`src/rtl/dac_spi_config_seq.sv`:
```
// -----------------------------------------------------------------------------
// dac_spi_config_seq
//
// SPI configuration sequencer for the AD9116 DAC pod. After reset it pulses
// the DAC reset pin, waits for the part to settle, then writes three 16-bit
// register frames: format, I-gain (dac_fsadj[7:0]) and Q-gain
// (dac_fsadj[15:8]). It then idles and replays the write list when the gain
// word changes or a rewrite is requested.
//
// Ports:
//   clk              system clock
//   reset_async      asynchronous reset, active-high
//   dac_fsadj[15:0]  gain settings, [7:0] I, [15:8] Q (quasi-static)
//   reconfig         single-cycle pulse requesting a full rewrite
//   dac_reset_pinmd  DAC reset pin
//   dac_sclk         SPI clock (idles low, data sampled by DAC on rising edge)
//   dac_sdio_o       SPI data out, MSB first
//   dac_sdio_oe      SDIO output enable (tristate built at top level)
//   dac_cs_n         SPI chip select, active-low
//   busy             sequence in progress (every state except IDLE)
//   config_done      sticky: a full sequence has completed since reset
// -----------------------------------------------------------------------------
module dac_spi_config_seq #(
    parameter int          CLK_DIV      = 4,
    parameter int          RESET_CYCLES = 16,
    parameter int          WAIT_CYCLES  = 64,
    parameter int          GAP_CYCLES   = 4,
    parameter logic [4:0]  FMT_ADDR     = 5'h02,
    parameter logic [7:0]  FMT_DATA     = 8'h00,
    parameter logic [4:0]  IGAIN_ADDR   = 5'h03,
    parameter logic [4:0]  QGAIN_ADDR   = 5'h06
) (
    input  logic        clk,
    input  logic        reset_async,
    input  logic [15:0] dac_fsadj,
    input  logic        reconfig,
    output logic        dac_reset_pinmd,
    output logic        dac_sclk,
    output logic        dac_sdio_o,
    output logic        dac_sdio_oe,
    output logic        dac_cs_n,
    output logic        busy,
    output logic        config_done
);

    typedef enum logic [2:0] {
        RST_HOLD,
        RST_WAIT,
        LOAD,
        SHIFT,
        GAP,
        IDLE
    } state_t;

    // One shared down-timer serves the reset hold, reset wait, SCLK
    // half-period and inter-frame gap; 16 bits covers any sane setting.
    localparam logic [15:0] RESET_LAST = 16'(RESET_CYCLES - 1);
    localparam logic [15:0] WAIT_LAST  = 16'(WAIT_CYCLES - 1);
    localparam logic [15:0] DIV_LAST   = 16'(CLK_DIV - 1);
    localparam logic [15:0] GAP_LAST   = 16'(GAP_CYCLES - 1);

    state_t      state, state_d;
    logic [15:0] cnt, cnt_d;
    logic [4:0]  half_cnt, half_cnt_d;   // SCLK half-periods elapsed in frame
    logic [1:0]  idx, idx_d;             // frame index within the write list
    logic [15:0] snap, snap_d;           // gain word frozen for the sequence
    logic [14:0] shreg, shreg_d;         // bits still to be sent after sdio_o
    logic        pending, pending_d;
    logic        pinmd_d, sclk_d, sdio_d, oe_d, cs_n_d, done_d;
    logic [15:0] frame_cur;

    // Frame word: {R/W=0, N=2'b00, addr[4:0], data[7:0]}.
    always_comb begin
        case (idx)
            2'd0:    frame_cur = {3'b000, FMT_ADDR,   FMT_DATA};
            2'd1:    frame_cur = {3'b000, IGAIN_ADDR, snap[7:0]};
            default: frame_cur = {3'b000, QGAIN_ADDR, snap[15:8]};
        endcase
    end

    assign busy = (state != IDLE);

    // NOTE: every output of this block gets a default first, so no path
    // leaves a variable unassigned and no latch is inferred.
    always_comb begin
        state_d    = state;
        cnt_d      = cnt;
        half_cnt_d = half_cnt;
        idx_d      = idx;
        snap_d     = snap;
        shreg_d    = shreg;
        pending_d  = pending;
        pinmd_d    = dac_reset_pinmd;
        sclk_d     = dac_sclk;
        sdio_d     = dac_sdio_o;
        oe_d       = dac_sdio_oe;
        cs_n_d     = dac_cs_n;
        done_d     = config_done;

        case (state)
            RST_HOLD: begin
                pinmd_d = 1'b1;
                if (cnt == RESET_LAST) begin
                    cnt_d   = '0;
                    pinmd_d = 1'b0;
                    state_d = RST_WAIT;
                end else begin
                    cnt_d = cnt + 16'd1;
                end
            end

            RST_WAIT: begin
                if (cnt == WAIT_LAST) begin
                    cnt_d   = '0;
                    idx_d   = 2'd0;
                    snap_d  = dac_fsadj;
                    state_d = LOAD;
                end else begin
                    cnt_d = cnt + 16'd1;
                end
            end

            LOAD: begin
                shreg_d    = frame_cur[14:0];
                sdio_d     = frame_cur[15];
                cs_n_d     = 1'b0;
                oe_d       = 1'b1;
                sclk_d     = 1'b0;
                cnt_d      = '0;
                half_cnt_d = '0;
                state_d    = SHIFT;
            end

            SHIFT: begin
                if (cnt == DIV_LAST) begin
                    cnt_d      = '0;
                    sclk_d     = ~dac_sclk;
                    half_cnt_d = half_cnt + 5'd1;
                    // Data only moves on the falling edge so it is stable
                    // across the following rising edge.
                    if (dac_sclk) begin
                        if (half_cnt == 5'd31) begin
                            cs_n_d  = 1'b1;
                            oe_d    = 1'b0;
                            sdio_d  = 1'b0;
                            sclk_d  = 1'b0;
                            state_d = GAP;
                        end else begin
                            sdio_d  = shreg[14];
                            shreg_d = {shreg[13:0], 1'b0};
                        end
                    end
                end else begin
                    cnt_d = cnt + 16'd1;
                end
            end

            GAP: begin
                if (cnt == GAP_LAST) begin
                    cnt_d = '0;
                    if (idx != 2'd2) begin
                        idx_d   = idx + 2'd1;
                        state_d = LOAD;
                    end else begin
                        done_d  = 1'b1;
                        state_d = IDLE;
                    end
                end else begin
                    cnt_d = cnt + 16'd1;
                end
            end

            IDLE: begin
                // A reconfig and a gain change in the same cycle collapse
                // into one sequence: both are consumed here at once.
                if (pending || reconfig || (dac_fsadj != snap)) begin
                    snap_d    = dac_fsadj;
                    pending_d = 1'b0;
                    idx_d     = 2'd0;
                    state_d   = LOAD;
                end
            end

            default: state_d = RST_HOLD;
        endcase

        // Requests arriving while busy are remembered and replayed from IDLE.
        if ((state != IDLE) && reconfig) begin
            pending_d = 1'b1;
        end
    end

    // NOTE: sequential state uses non-blocking assignments only, so every
    // register samples the pre-edge values computed above.
    always_ff @(posedge clk or posedge reset_async) begin
        if (reset_async) begin
            state           <= RST_HOLD;
            cnt             <= '0;
            half_cnt        <= '0;
            idx             <= '0;
            snap            <= '0;
            shreg           <= '0;
            pending         <= 1'b0;
            dac_reset_pinmd <= 1'b1;
            dac_sclk        <= 1'b0;
            dac_sdio_o      <= 1'b0;
            dac_sdio_oe     <= 1'b0;
            dac_cs_n        <= 1'b1;
            config_done     <= 1'b0;
        end else begin
            state           <= state_d;
            cnt             <= cnt_d;
            half_cnt        <= half_cnt_d;
            idx             <= idx_d;
            snap            <= snap_d;
            shreg           <= shreg_d;
            pending         <= pending_d;
            dac_reset_pinmd <= pinmd_d;
            dac_sclk        <= sclk_d;
            dac_sdio_o      <= sdio_d;
            dac_sdio_oe     <= oe_d;
            dac_cs_n        <= cs_n_d;
            config_done     <= done_d;
        end
    end

endmodule
```
`config.mk`:
```
export PLATFORM = sky130hd
export DESIGN_NAME = dac_spi_config_seq
export DESIGN_NICKNAME = d
export VERILOG_FILES = /design/src/rtl/dac_spi_config_seq.sv
export SDC_FILE = /design/constraint.sdc
export NUM_CORES = 1
export LEC_CHECK = 0
export BUFFER_PORTS_ARGS = -buffer_cell sky130_fd_sc_hd__buf_4
export CAP_MARGIN = 20
export CELL_PAD_IN_SITES_DETAIL_PLACEMENT = 2
export CELL_PAD_IN_SITES_GLOBAL_PLACEMENT = 2
export CORE_AREA = 2 2 97 99
export DETAILED_ROUTE_END_ITERATION = 7
export DIE_AREA = 0 0 99 101
export PLACE_DENSITY_LB_ADDON = 0.1
export SYNTH_ARGS = -nofsm -noshare
export SYNTH_HDL_FRONTEND = slang
export SYNTH_SLANG_ARGS = --single-unit
```
`constraint.sdc`:
```
create_clock -name clk -period 2.9 [get_ports clk]
set_input_delay 0.145 -clock clk [delete_from_list [all_inputs] [get_ports clk]]
set_output_delay 0.145 -clock clk [all_outputs]
set_load 0.005 [all_outputs]
```
# ---- Word-level counts from Yosys, hierarchy flattened
# Index checks and enable logic that the tools add are counted.
dict set report totals {
  reg_bits 64
  elab_cells 109
}
dict set report op_classes {
  addsub 3
  n_eq_ne 22
  n_mux 48
  bitwise_logic 2
  n_reduce_logical 21
}
# operator n
set op_table {}
lappend op_table {{16-bit 2-to-1 mux} 5}
lappend op_table {{16-bit one-hot mux with 4 select lines} 1}
lappend op_table {{15-bit 2-to-1 mux} 3}
lappend op_table {{16-bit one-hot mux with 2 select lines} 1}
lappend op_table {{15-bit one-hot mux with 2 select lines} 1}
lappend op_table {{3-bit 2-to-1 mux} 8}
lappend op_table {{11-bit one-hot mux with 2 select lines} 1}
lappend op_table {{2-bit != test, second input constant} 10}
lappend op_table {{3-bit one-hot mux with 6 select lines} 1}
lappend op_table {{16-bit by 1-bit adder with 16-bit output, second input constant} 1}
lappend op_table {{16-bit by 2-bit == test with 1-bit output, second input constant} 1}
lappend op_table {{16-bit by 4-bit == test with 1-bit output, second input constant} 1}
lappend op_table {{16-bit by 6-bit == test with 1-bit output, second input constant} 1}
lappend op_table {{1-bit 2-to-1 mux} 16}
lappend op_table {{16-bit != test} 1}
lappend op_table {{5-bit one-hot mux with 2 select lines} 1}
lappend op_table {{3-bit AND reduction} 3}
lappend op_table {{2-bit 2-to-1 mux} 4}
lappend op_table {{1-bit one-hot mux with 2 select lines} 4}
lappend op_table {{4-bit AND reduction} 2}
lappend op_table {{2-bit nonzero test} 4}
lappend op_table {{7-bit AND reduction} 1}
lappend op_table {{3-bit by 2-bit == test with 1-bit output, second input constant} 2}
lappend op_table {{3-bit == test, second input constant} 2}
lappend op_table {{18 further kinds} 21}

# ---- Logic depth before layout (Yosys ltp)
# Gate-level depths: netlist of run 1.
dict set report depth {
  depth_word 5
  mapped_depth 9
  ltp_nobuf 7
}

# ---- Worst setup path after synthesis of run 1
# No wires, ideal clock.
dict set report synth_timing {
  path_kind {reg2reg}
  from {register cnt[0]}
  to {register cnt[10]}
  t_arrival_ns 1.933
  required_time_ns 2.829
  setup_slack_ns 0.896
  stages_incl_launch_ff 10
  synth_period_minus_slack_ns 2.004
  cell_sequence {dfrtp_1 -> ha_1 -> and3_2 -> a41o_2 -> nand2_2 -> a21oi_1 -> or3_1 -> buf_2 -> buf_2 -> nor2_1}
}
dict set report synth_between {
  elab_chain_cells 3
  elab_cells_between_ends 8
}
# element line
set synth_rtl {}
lappend synth_rtl {{from (decl)} 63} ;# logic [15:0] cnt, cnt_d;
lappend synth_rtl {{from (signal assigned)} 212} ;# cnt <= cnt_d;
lappend synth_rtl {{16-bit by 1-bit adder with 16-bit output (tied with other cells)} -}
lappend synth_rtl {{16-bit 2-to-1 mux (on tied branches)} -}
lappend synth_rtl {{16-bit one-hot mux with 4 select lines *} 100} ;# case (state)
# Mark *: on every way between the ends. The rest lies on a longest branch, timed or not.
# A chain may end at the register's enable or synchronous reset.

# ---- Worst setup path in the final report of run 1
dict set report layout_timing {
  from {register cnt[0]}
  to {register shreg[0]}
}
dict set report layout_between {
  elab_chain_cells 3
}
# element line
set layout_rtl {}
lappend layout_rtl {{16-bit by 2-bit == test with 1-bit output} 135} ;# if (cnt == DIV_LAST) begin
lappend layout_rtl {{2-bit != test (no line)} -}
lappend layout_rtl {{4-bit AND reduction (no line)} -}
lappend layout_rtl {{to (signal assigned)} 216} ;# shreg <= shreg_d;
lappend layout_rtl {{to (decl)} 67} ;# logic [14:0] shreg, shreg_d;
# No other way between the ends.

==> impl_metrics.yaml, run 1 <==
sta:
  period_share: 0.795
  worst_pin_slew_ns: 0.777
  tns_ns: 0
  timing.final.crit_period_ns: 2.31
  rsz0062_at_grt: "no"
  fin_ws_ns: 0.594
  timing.fmax_mhz: 434
  final_hold_viol_count: 0
  slew_violations: 0
  setup_viol: 0
  finalClockSkew_ns: 0.0119
  slew_headroom: 0.482
synthesis:
  syn_area_sq_um: 3400
  synth-async-reset-ratio: 1.00
  synth-main-ff-cell: "dfrtp_1"
  syn-mean-instance-area_sq_um: 10.1
  ys_seq_elements: 64
  yosysWarnings: 0
  synthesis.nets: 363
  syn_inst: 337
  synth_edf_count: 0
  yosysSeqAreaShare: 0.472
  synth_cell_type_count: 52
clocking:
  clk_pin_slew_ns: 0.07
  cts-htree-levels: 3
  numCtsBuffers: 9
  root_buffer: "clkbuf_8"
  clock_sinks: 64
  cts_buffer_depth: 2
  clock_latency_ns: 0.35
  cts_tree: "built"
global_routing:
  overflow: 0
  antenna_found_initial: 0
  grt_pass1_wl_mm: 14.4
  grt_pass1_vias: 2808
  grt_start_max_net_pins: 65
  track_usage: 0.185
finish:
  regArea_sq_um: 1600
  multi_input_area_sq_um: 1670
  n_fill_cell: 947
  n_antenna_cell: 0
  design_area_sq_um: 3890
  fin_util: 0.433
  final_nets: 390
  drive_gt1_frac: 0.201
  final_cell_count_no_fill: 480
  syn_to_final_growth_pct: 14.3
power_and_ir_drop:
  cellPowerDensity_nw_per_um2: 463
  p_leak_nw: 1.83
  ir_drop_mv: 0.227
worst_setup_path:
  rrSetupSlack_ns: 0.59
  rr_startpoint: "cnt[0]$_DFFE_PP0P_"
  cp.arrival_ns: 2.54
  cp_cell_sequence: "ha_1, nor3b_1, and4_1, nand3b_1, a21o_1, a32o_1"
  crit_type: "reg2reg"
  crit_fanout: 29
  crit_path_end_kind: "flip-flop"
  crit_required_ns: 3.14
  critPathSlowestCell: "a21o_1"
  r2r-end: "shreg[0]$_DFFE_PP0P_"
  critical-path-max-stage-delay_ns: 0.47
  rr_worst_depth: 6
  endpoint: "shreg[0]$_DFFE_PP0P_"
  critPathLaunch: "cnt[0]$_DFFE_PP0P_"
  start_kind: "flip-flop"
detailed_routing:
  wl_per_cell_microns: 17.6
  drtIter0Drc: 65
  drt_wl_total_mm: 8.44
  dr.pass1.iters: 4
  drtAntennaViolNets: 0
  via_per_inst: 5.39
  drcViolationCount: 0
  via_count: 2588
floorplan:
  fp-row-count: 35
  core_sq_um: 8980
  start_util: 0.379
  die_w_microns: 99
  io_pins: 26
  die-area_sq_um: 10000
  dieHeight_microns: 101
placed_design:
  pre_cts_ws_ns: 0.619
  place_inst: 463
  dp_hpwl_mm: 5.88
  post_dp_cell_area_sq_um: 3680
  gp_congestion: 0.741
  io_buffers: 25
flow_run:
  maxCapViolations: 0
status:
  status: "complete, no violations"
worst_hold_path:
  hold_class: "in2reg"
-- how the worst min path moves through the flow --
stage | start | endpoint | slack, ns | depth (start not counted)
after global routing | reconfig | pending$_DFFE_PP0P_ | 0.008 | 2
after CTS | reconfig | pending$_DFFE_PP0P_ | 0.009 | 2
after detailed placement | reset_async | snap[10]$_DFFE_PP0P_ | 0.26 | 3
final | reconfig | pending$_DFFE_PP0P_ | 0.02 | 2
after floorplan | reconfig | pending$_DFFE_PP0P_ | 0.28 | 1
after global placement | reset_async | snap[10]$_DFFE_PP0P_ | 0.26 | 3
-- flip-flops by register name (all words and copies together), names as in the netlist --
register / count
cnt: 16
snap: 16
shreg: 15
half_cnt: 5
state: 3
idx: 2
config_done: 1
dac_cs_n: 1
dac_reset_pinmd: 1
dac_sclk: 1
dac_sdio_o: 1
dac_sdio_oe: 1
pending: 1
-- cell usage in the layout (no fill, tap or decap), drive strengths merged, types with 3 or more instances in the layout --
master	synthesis	final
dfrtp	62	62
nor3	7	7
nand2	45	45
nand4	4	4
nor4	7	7
or3	3	3
a21o	4	4
xnor2	5	5
nand3	12	12
clkbuf	6	13
o21ai	39	39
a21oi	9	9
and3	5	5
a221o	7	7
nor2	31	31
mux2	16	16
ha	7	7
inv	4	4
xor2	25	25
buf	11	32
-- logic make-up (layout without fill, tap and decap cells) --
| logic type | after synthesis | count (layout) | share of synthesized area |
|---|---|---|---|
| AND/OR/NAND/NOR | 126 | 126 | 0.188 |
| AO/OA/AOI/OAI | 71 | 71 | 0.130 |
| flip-flops | 64 | 64 | 0.472 |
| XOR/XNOR | 30 | 30 | 0.0773 |
| buffers and inverters | 21 | 53 | 0.0379 |
| multiplexers | 18 | 18 | 0.0699 |
| adder cells (fa/ha/maj) | 7 | 7 | 0.0258 |
-- through the flow --
stage,hold WS [ns],total power [mW]
2_1_floorplan,0.276,0.978
3_3_place_gp,0.256,1.02
3_5_place_dp,0.259,1.02
4_1_cts,0.00917,1.83
5_1_grt,0.00776,1.88
6_report,0.0242,1.80
-- routing by layer --
metal,routed length (microns),vias up,track usage
li1,-,1233,-
met1,3830,1309,0.232
met2,4320,38,0.318
met3,202,8,0.0395
met4,93,0,0.0632
met5,0,-,0
-- area by class of cell --
type / instances / area share
multi-input combinational: 252 / 0.429
sequential: 64 / 0.413
timing repair buffer: 33 / 0.0676
clock buffer: 13 / 0.0409
tap: 111 / 0.0357
clock inverter: 3 / 0.0103
inverter: 4 / 0.00386
-- repair_timing --
item                                   in CTS  in global routing
setup endpoints to repair                   0                  0
endpoints found under the hold margin      62                  0
resized for setup                           0                  0
buffers inserted                            0                  0
hold buffers                                1                  0
-- critical path: cells and delay by family, from the launching register on --
kind,cells,cell delay [ns]
adders and majority gates,1,0.22
AOI/OAI and AO/OA,2,0.80
and+or+nand+nor,3,0.74
DFF,1,0.42
-- power by group --
part	switching [mW]	internal (mW)
Combinational	0.0421	0.0466
Sequential	0.0122	0.904
Clock	0.352	0.442
Total	0.407	1.39
-- synth_stat cells (3+ instances only) --
cell	instances	area (sq um)
nand2_1	44	165
mux2_4	10	150
buf_2	6	30.0
nor3_1	7	35.0
xnor2_1	5	43.8
dfrtp_1	62	1550
inv_1	4	15.0
xor2_1	25	219
mux2_2	6	67.6
nor4_1	4	25.0
clkbuf_1	4	15.0
a221o_1	7	70.1
a21o_1	4	30.0
nand4_1	3	18.8
and3_1	4	25.0
nand3_1	12	60.1
ha_1	7	87.6
nor2_1	30	113
a21oi_1	9	45.0
o21ai_0	39	195
Power figures use the tool's default switching activity.
==> run 2, diff against run 1 <==
CORE_AREA = 2 2 102 104   (was 2 2 97 99)
DIE_AREA = 0 0 104 106   (was 0 0 99 101)
clock period = 2 ns   (was 2.9 ns; I/O delays follow)
==> run 2 against run 1 <==
Sequential share of layout area decreased by 7.2 points. Largest cell class unchanged. Register-to-register slack got worse by 0.59 ns. Clock power grew 36%.
==> impl_metrics.yaml, run 2 (same netlist as run 1, synthesis figures left out) <==
floorplan:
  die_w_microns: 104
  die-area_sq_um: 11000
  core_sq_um: 10000
  fp-row-count: 37
  dieHeight_microns: 106
  io_pins: 26
  start_util: 0.340
finish:
  n_fill_cell: 1076
  n_antenna_cell: 0
  syn_to_final_growth_pct: 38.3
  reg_top3: "cnt (16), snap (16), shreg (15)"
  drive_gt1_frac: 0.362
  final_cell_mix: "buf_4 (75), dfrtp_1 (62), nand2_1 (33)"
  fin_util: 0.470
  final_nets: 458
  mostFrequentLayoutCell: "buf_4"
clocking:
  numCtsBuffers: 9
  clock_latency_ns: 0.35
  clock_sinks: 64
  cts_tree: "built"
  clk_pin_slew_ns: 0.07
  root_buffer: "clkbuf_8"
  cts_buffer_depth: 2
  cts-htree-levels: 3
sta:
  final_hold_viol_count: 0
  slew_violations: 0
  finalClockSkew_ns: 0.00884
  period_share: 1.00
  worst_pin_slew_ns: 0.452
  slew_headroom: 0.699
  rsz0062_at_grt: "yes"
  timing.final.crit_period_ns: 2.00
  timing.fmax_mhz: 500
  fin_ws_ns: 0.000550
  setup_viol: 0
global_routing:
  overflow: 0
  grt_pass1_vias: 3281
  antenna_found_initial: 0
  grt_start_max_net_pins: 65
  grt_pass1_wl_mm: 17.1
  track_usage: 0.200
detailed_routing:
  via_count: 2893
  via_per_inst: 5.05
  drtIter0Drc: 98
  dr.pass1.iters: 4
  drtAntennaViolNets: 0
  drcViolationCount: 0
  drt_wl_total_mm: 10.4
  wl_per_cell_microns: 18.2
power_and_ir_drop:
  ir_drop_mv: 0.275
  cellPowerDensity_nw_per_um2: 548
  p_leak_nw: 2.22
worst_hold_path:
  hold_class: "in2async"
worst_setup_path:
  cp.arrival_ns: 2.25
  crit_fanout: 6
  crit_path_end_kind: "flip-flop"
  start_kind: "flip-flop"
  crit_type: "reg2reg"
  crit_required_ns: 2.25
status:
  status: "complete, no violations"
placed_design:
  io_buffers: 25
  gp_congestion: 0.750
  pre_cts_ws_ns: -0.134
  dp_hpwl_mm: 7.04
flow_run:
  maxCapViolations: 0
run 2: cell count changes in the layout (fill, tap and decap cells not counted), moves of 3 or more:
cell and delta:
nand2_4 +6, nand2_2 +5, nand2_1 -11, o21ai_0 -14, buf_4 +44, nor4_1 -3, buf_12 +3, dlygate4sd3_1 +17
nor4_2 +3, o21ai_2 +7, o21ai_1 +7
run 2: metrics by stage:
step	setup TNS (ns)	hold WS [ns]	instances	area [sq um]	total power [mW]
4_1_cts	0	0.00313	565	4480	2.61
3_5_place_dp	-1.21	0.216	531	4070	1.49
2_1_floorplan	0	0.231	337	3400	1.42
5_1_grt	-1.80	0.418	573	4700	2.70
3_3_place_gp	-0.105	0.211	531	4070	1.49
6_report	0	0.376	573	4700	2.58
run 2: worst max-delay path: stages, from the launching register on:
cell,delay (ns)
dfrtp_1,0.41
ha_1,0.23
and3_1,0.20
ha_1,0.20
nand3b_1,0.21
a21o_4,0.30
buf_4,0.15
a32o_1,0.19
run 2: area by class of cell:
type | instances | area, sq um | area share
multi-input combinational | 252 | 1830 | 0.390
sequential | 64 | 1600 | 0.341
timing repair buffer | 101 | 896 | 0.190
tap | 136 | 170 | 0.0362
clock buffer | 13 | 169 | 0.0359
clock inverter | 3 | 15.0 | 0.00319
inverter | 4 | 15.0 | 0.00319
run 2: layer usage:
layer  up-vias  wire [microns]  share of wire  global-route usage
li1       1375               -              -                   -
met3        10             172          0.017              0.0392
met1      1487            4370           0.42               0.231
met5         -               0              0                   0
met4         0             131          0.013              0.0618
met2        21            5750           0.55               0.372
run 2: worst paths after layout:
path                       cells past startpoint                     from                           to  slack, ns
min in group clk                               1  config_done$_DFFE_PP0P_      config_done$_DFFE_PP0P_       0.49
max reg2reg                                    7  half_cnt[1]$_DFFE_PP0P_         shreg[0]$_DFFE_PP0P_     0.0006
max                                            7  half_cnt[1]$_DFFE_PP0P_         shreg[0]$_DFFE_PP0P_     0.0006
max in group asynchronous                      4              reset_async  dac_reset_pinmd$_DFFE_PP1N_       1.30
min reg2reg                                    1  config_done$_DFFE_PP0P_      config_done$_DFFE_PP0P_       0.49
min                                            4              reset_async           cnt[4]$_DFFE_PP0P_       0.38
run 2: report_power, final:
part           switching, mW  leakage (nW)  internal [mW]  total [mW]
clock network          0.529        0.0992          0.546        1.08
registers             0.0165         0.830           1.31        1.33
logic                 0.0786          1.29         0.0987       0.177
total                  0.624          2.22           1.96        2.58
run 2: repair_timing:
action / CTS / global route
gates cloned: 0 / 3
resized for setup: 12 / 47
hold endpoints to repair: 78 / 1
hold buffers: 17 / 1
setup buffers: 1 / 4
pin swaps: 4 / 16
setup endpoints to repair: 38 / 45
